===== config.mk =====
export PLATFORM = sky130hd
export DESIGN_NAME = fetch_unit
export DESIGN_NICKNAME = d
export VERILOG_FILES = /design/src/rtl/core_pkg.sv /design/src/rtl/fetch_fifo.sv /design/src/rtl/fetch_unit.sv
export SDC_FILE = /design/constraint.sdc
export NUM_CORES = 1
export LEC_CHECK = 0
export BUFFER_PORTS_ARGS = -buffer_cell sky130_fd_sc_hd__clkbuf_2
export CORE_ASPECT_RATIO = 0.8
export CORE_MARGIN = 3
export CORE_UTILIZATION = 40
export DETAILED_ROUTE_END_ITERATION = 8
export MAX_ROUTING_LAYER = met4
export PLACE_DENSITY = 0.67
export REMOVE_ABC_BUFFERS = 1
export SYNTH_ARGS = -nofsm -noshare
export SYNTH_HDL_FRONTEND = slang
export SYNTH_SLANG_ARGS = --single-unit

===== constraint.sdc =====
create_clock -name clk -period 3.6 [get_ports clk]
set_input_delay 0.36 -clock clk [delete_from_list [all_inputs] [get_ports clk]]
set_output_delay 0.36 -clock clk [all_outputs]
set_load 0.01 [all_outputs]

===== src/rtl/core_pkg.sv =====
// Shared definitions for the front end: reset vector, NOP encoding, fetch entry layout
// and fetch state encoding.
package core_pkg;

  localparam logic [31:0] CORE_RESET_PC = 32'h8000_0000;
  localparam logic [31:0] NOP_INSTR     = 32'h0000_0013;

  typedef enum logic {
    RUN  = 1'b0,
    HALT = 1'b1
  } fetch_state_e;

  typedef struct packed {
    logic [31:0] instr;
    logic [31:0] pc;
    logic        fault;
    logic        fault_cause;
  } fetch_entry_t;

endpackage


===== src/rtl/fetch_fifo.sv =====
// In-order fetch buffer: registered storage, combinational head read, synchronous flush.
// Push into a full buffer is legal only when a pop happens in the same cycle.
module fetch_fifo
  import core_pkg::*;
#(
  parameter int DEPTH = 2
) (
  input  logic                         clk,
  input  logic                         rst,
  input  logic                         flush,
  input  logic                         push,
  input  fetch_entry_t                 push_data,
  input  logic                         pop,
  output fetch_entry_t                 head,
  output logic [$clog2(DEPTH+1)-1:0]   count,
  output logic                         empty,
  output logic                         full
);

  localparam int CW = $clog2(DEPTH + 1);
  localparam int AW = (DEPTH > 1) ? $clog2(DEPTH) : 1;

  fetch_entry_t mem [DEPTH];
  logic [AW-1:0] wr_ptr, rd_ptr;
  logic          do_push, do_pop;

  function automatic logic [AW-1:0] inc_ptr(input logic [AW-1:0] p);
    return (p == AW'(DEPTH - 1)) ? '0 : p + 1'b1;
  endfunction

  assign empty   = (count == '0);
  assign full    = (count == CW'(DEPTH));
  assign do_pop  = pop && !empty;
  assign do_push = push && (!full || do_pop);
  assign head    = mem[rd_ptr];

  // Storage is cleared on reset so the head reads as all-zero until the first push.
  always_ff @(posedge clk) begin
    if (rst) begin
      wr_ptr <= '0;
      rd_ptr <= '0;
      count  <= '0;
      for (int i = 0; i < DEPTH; i++) mem[i] <= '0;
    end else if (flush) begin
      wr_ptr <= '0;
      rd_ptr <= '0;
      count  <= '0;
    end else begin
      if (do_push) begin
        mem[wr_ptr] <= push_data;
        wr_ptr      <= inc_ptr(wr_ptr);
      end
      if (do_pop) rd_ptr <= inc_ptr(rd_ptr);
      count <= count + CW'(do_push) - CW'(do_pop);
    end
  end

  always_ff @(posedge clk) begin
    if (!rst && !flush) assert (!(push && full && !pop));
  end

endmodule


===== src/rtl/fetch_unit.sv =====
// Instruction fetch stage: owns the PC, issues word reads, buffers responses in order and
// hands {instr, pc, fault} to decode. Redirects flush the buffer and drop in-flight reads.
module fetch_unit
  import core_pkg::*;
#(
  parameter logic [31:0] RESET_PC   = CORE_RESET_PC,
  parameter int          FIFO_DEPTH = 2
) (
  input  logic        clk,
  input  logic        rst,
  output logic        ibus_req,
  output logic [31:0] ibus_addr,
  input  logic        ibus_gnt,
  input  logic        ibus_rvalid,
  input  logic [31:0] ibus_rdata,
  input  logic        ibus_err,
  input  logic        redirect_valid,
  input  logic [31:0] redirect_pc,
  output logic        if_valid,
  input  logic        if_ready,
  output logic [31:0] if_instr,
  output logic [31:0] if_pc,
  output logic        if_fault,
  output logic        if_fault_cause
);

  localparam int CW = $clog2(FIFO_DEPTH + 1);
  localparam logic [CW:0] DEPTH_L = (CW + 1)'(FIFO_DEPTH);

  fetch_state_e  state_q, state_n;
  logic [31:0]   fetch_pc_q, fetch_pc_n, resp_pc_q, resp_pc_n;
  logic [CW-1:0] outst_q, outst_n, discard_q, discard_n, count, count_n;
  logic          mis_pend_q, mis_pend_n, req_q, req_n;
  logic          issue, resp_keep, mis_push, push, pop, full, empty;
  fetch_entry_t  push_data, head;

  // Handshakes: a bus read issues on any cycle with ibus_req && ibus_gnt, and ibus_req /
  // ibus_addr hold until then; decode takes an entry on any cycle with if_valid && if_ready,
  // and if_* hold until then. A redirect may withdraw either side.
  assign issue     = req_q && ibus_gnt;
  assign resp_keep = ibus_rvalid && (discard_q == '0);
  assign mis_push  = mis_pend_q && (discard_q == '0) && !full;
  assign push      = !redirect_valid && (resp_keep || mis_push);
  assign pop       = !empty && if_ready;

  always_comb begin
    if (mis_push)
      push_data = '{instr: NOP_INSTR, pc: fetch_pc_q, fault: 1'b1, fault_cause: 1'b1};
    else if (ibus_err)
      push_data = '{instr: NOP_INSTR, pc: resp_pc_q, fault: 1'b1, fault_cause: 1'b0};
    else
      push_data = '{instr: ibus_rdata, pc: resp_pc_q, fault: 1'b0, fault_cause: 1'b0};
  end

  // resp_pc tracks the PC of the next response that will be kept, independently of
  // fetch_pc which runs ahead by the number of kept reads still outstanding.
  always_comb begin
    state_n    = state_q;
    fetch_pc_n = fetch_pc_q;
    resp_pc_n  = resp_pc_q;
    mis_pend_n = mis_pend_q;
    discard_n  = discard_q;
    outst_n    = outst_q + CW'(issue) - CW'(ibus_rvalid);
    if (redirect_valid) begin
      discard_n  = outst_n;
      fetch_pc_n = redirect_pc;
      resp_pc_n  = redirect_pc;
      mis_pend_n = |redirect_pc[1:0];
      state_n    = RUN;
    end else begin
      if (ibus_rvalid && (discard_q != '0)) discard_n = discard_q - CW'(1);
      if (issue) fetch_pc_n = fetch_pc_q + 32'd4;
      if (resp_keep) begin
        resp_pc_n = resp_pc_q + 32'd4;
        if (ibus_err) state_n = HALT;
      end
      if (mis_push) begin
        mis_pend_n = 1'b0;
        state_n    = HALT;
      end
    end
    count_n = redirect_valid ? '0 : count + CW'(push) - CW'(pop);
    // Credit: buffered plus outstanding (discards included) never exceeds the buffer depth.
    req_n = (state_n == RUN) && !mis_pend_n &&
            (({1'b0, count_n} + {1'b0, outst_n}) < DEPTH_L);
  end

  always_ff @(posedge clk) begin
    if (rst) begin
      state_q    <= RUN;
      fetch_pc_q <= RESET_PC;
      resp_pc_q  <= RESET_PC;
      outst_q    <= '0;
      discard_q  <= '0;
      mis_pend_q <= 1'b0;
      req_q      <= 1'b0;
    end else begin
      state_q    <= state_n;
      fetch_pc_q <= fetch_pc_n;
      resp_pc_q  <= resp_pc_n;
      outst_q    <= outst_n;
      discard_q  <= discard_n;
      mis_pend_q <= mis_pend_n;
      req_q      <= req_n;
    end
  end

  fetch_fifo #(.DEPTH(FIFO_DEPTH)) u_fifo (
    .clk       (clk),
    .rst       (rst),
    .flush     (redirect_valid),
    .push      (push),
    .push_data (push_data),
    .pop       (pop),
    .head      (head),
    .count     (count),
    .empty     (empty),
    .full      (full)
  );

  assign ibus_req       = req_q;
  assign ibus_addr      = fetch_pc_q;
  assign if_valid       = !empty;
  assign if_instr       = head.instr;
  assign if_pc          = head.pc;
  assign if_fault       = head.fault;
  assign if_fault_cause = head.fault_cause;

endmodule


==> impl_results.md <==
- Clock power share: 37.7%
- Psw: 1.526 mW
- Clock Skews: 13.25 ps
- Post-synth top area cell: edfxtp_1
- Fmax achieved: 349.2 MHz
- Synth warnings: 0
- Finish-stage setup viols: 0
- Post-CTS Resized: 0
- Initial detailed-routing violation count: 587
- First-pass GRT wire length: 42830 µm
- Reg power frac: 48.2%
- Max Root-Sink Buffers: 3
- Fin. Hold Viols: 0
- Post-synth top area share: 39.08%
- CTS Sinks: 208
- DR WL/cell: 19.78 µm
- Cell family with most CP delay: adder cells
- Core Rows: 51
- Initial cell density of the core: 41.18%
- Crit path cell chain: and2_1 > inv_1 > ha_1 > inv_1 > ha_1 > xnor2_1 > xnor2_1 > fa_1 > nor3_1 > and4b_1
- Rel. slew slack: 34.80%
- Total gr overflow: 0
- Syn Std Cell Area: 10140 µm²
- R2R Path End: ibus_req
- Clk_lat worst skew: 500 ps
- CTS tree: yes
- Cell Pwr Density: 492.7 nW/µm²
- CTS Buf Count: 23
- Status: complete, no violations
- Combinational share of power: 14.1%
- Die Area: 27310 µm²
- Max-slew violation count: 0
- All-Layer GR Usage: 20.40%
- Maximum number of pins on one net before global-route repair: 83
- VDD IR max: 0.3020 mV
- Pre-CTS WS: 673.3 ps
- Die H: 148.4 µm
- H-tree depth: 1
- Worst Hold Margin: 132.1 ps
- Crit share post-route: 79.56%
- Setup bufs post-CTS: 0
- Syn Area/Cell: 11.12 µm²
- Die X: 184.0 µm
- Ports: 171
- Routed vias/inst: 5.658
- Max_cap viols: 0
- Commonest cells after routing, fill and taps aside: clkbuf_2, edfxtp_1, nor2_1, dfxtp_1
- CP arrival: 3300 ps
- Worst r2r src: ibus_req
- Seq/Total Area, Yosys: 54.08%
- Remaining antenna violation count after routing: 0
- Reg clk slew, reported paths: 60 ps
- EDFF count, synth: 132
- HPWL after DPL: 18400 µm
- Minimum clock period: 2864 ps
- Post-CTS Hold Buffers: 0
- Setup ws final: 736.0 ps
- Crit path max-delay cell type: fa_1
- Delay of the slowest critical-path stage: 460 ps
- Primary FF master, synth: edfxtp_1
- Worst setup path startpoint: ibus_req
- I/O Buffers: 170
- Yosys cell types: 57
- Initial antenna violation count: 0
- WS Path Type: reg -> reg
- Non-filler cells, final: 1391
- Share of cells above drive strength 1: 28.15%
- Synthesis-to-finish area growth: 18.53%
- Worst-case reg-to-reg path depth: 10
- Post-route DRC: 0
- CP Launch Type: flip-flop
- CTS root buf: clkbuf_16
- Post-layout net count: 1138
- Sw Ratio: 25.75%
- Pre-antenna DRT Iters: 5
- Internal Power: 4.398 mW
- Largest cells by area after synthesis: edfxtp_1, dfxtp_1, mux2_2, and3_1, nor2_1
- Commonest non-fill, non-tap cell in the layout: clkbuf_2
- Worst Path Required: 4040 ps
- Slew @ Worst Pin: 978.0 ps
- Post-Route Utilization: 48.81%
- ANT cells: 0
- DR vias: 7870
- RSZ-0062 raised after global routing: no
- Final WL: 27520 µm
- Leak: 4.910 nW
- Post-synth ARST share: 0%
- Placed Instances: 1351
- Number of synthesized register bits: 208
- Number of global-route vias before repair: 7510
- Synth Instances: 912
- PnR Total Power: 5.923 mW
- Placed Area: 11310 µm²
- Hold WC Path Type: in -> reg
- CP endpoint: ibus_req
- Core Area: 24630 µm²
- Worst setup EP type: flip-flop
- Design Area, Final: 12020 µm²
- Setup TNS: 0 ps
- Crit-path max FO: 10
- CP bufs+invs: 2
- R2r setup slk: 740 ps
- WP depth: 10
- Placer Congestion: 0.8699
## registers in the layout (all words and copies together), names as in the netlist, named ones only
| register | cells |
|---|---|
| u_fifo.mem | 132 |
| ibus_req | 1 |
| ibus_addr | 32 |
| state_q | 1 |
| resp_pc_q | 32 |
| outst_q | 2 |
| discard_q | 2 |
| u_fifo.wr_ptr | 1 |
| u_fifo.count | 2 |
| mis_pend_q | 1 |
| u_fifo.rd_ptr | 1 |
## synth_stat cells, types with 3 or more instances
cell type  instances
buf_2             14
clkbuf_1          46
and4_1            13
nand4_1           23
a21oi_1           17
nand2b_1           5
o31a_1            11
o31ai_1           12
edfxtp_1         132
o41a_1             3
nand2_1           43
inv_1             13
a311oi_1           5
and2_1            12
or4_1             15
xnor2_1           12
a211oi_1           8
ha_1               8
nor3_1            16
dfxtp_1           76
mux2_2            66
nand3_1           19
nor4_1            13
o21a_1            22
a21boi_0          17
nor2_1            91
nor2b_1            6
mux2i_1           34
o21ai_0           26
xor2_1            12
a31oi_1           17
and3_1            66
nand4_2            4
or3_1              6
## layer usage
metal	GRT usage, %	part of all wire, %
met1	29.65	47
met3	3.301	6.9
met4	4.949	2.2
met2	30.07	44
met5	-	0
## worst register-to-register path: cells and delay by family (launching register included)
family	cells	cell delay, ps
AND/OR/NAND/NOR	3	830
adder cells (fa/ha/maj)	3	960
flip-flops	1	350
buffers and inverters	2	210
XOR/XNOR	2	450
## final cells by class
cell class              count  area (µm²)
repair buffers            185       988.4
well taps                 318       397.9
fillers                  2304       12610
inverters                  13       48.80
flip-flops and latches    208        5489
multi-input cells         627        4387
clock inverters             7       56.30
clock buffers              33       654.4
## how the worst min path moves through the flow
stage	slack, ps	cells past startpoint	endpoint	start
5_1_grt	140	3	ibus_addr[1]	redirect_pc[1]
3_3_place_gp	440	2	resp_pc_q[1]	resp_pc_q[1]
3_5_place_dp	450	2	resp_pc_q[1]	resp_pc_q[1]
6_report	130	3	resp_pc_q[1]	redirect_pc[1]
4_1_cts	120	3	ibus_addr[1]	redirect_pc[1]
2_1_floorplan	430	1	discard_q[0]	rst
## power by group through the flow
stage,logic (mW),registers [mW],clock network [mW]
2_1_floorplan,0.492,2.88,0
3_3_place_gp,0.831,2.89,0
3_5_place_dp,0.839,2.90,0
4_1_cts,0.844,2.85,2.29
5_1_grt,0.915,2.88,2.40
6_report,0.835,2.85,2.24
## logic make-up (layout without fill, tap and decap cells)
| kind of cell | after synthesis | count (layout) | synth area share [%] |
|---|---|---|---|
| xor gates and xnor gates | 24 | 24 | 2.073 |
| muxes | 100 | 100 | 10.68 |
| and+or+nand+nor | 345 | 345 | 18.60 |
| buffers and inverters | 77 | 238 | 3.134 |
| adders and majority gates | 9 | 9 | 1.184 |
| DFF | 208 | 208 | 54.08 |
| AOI/OAI and AO/OA | 149 | 149 | 10.24 |
(Power assumes the default switching activity.)
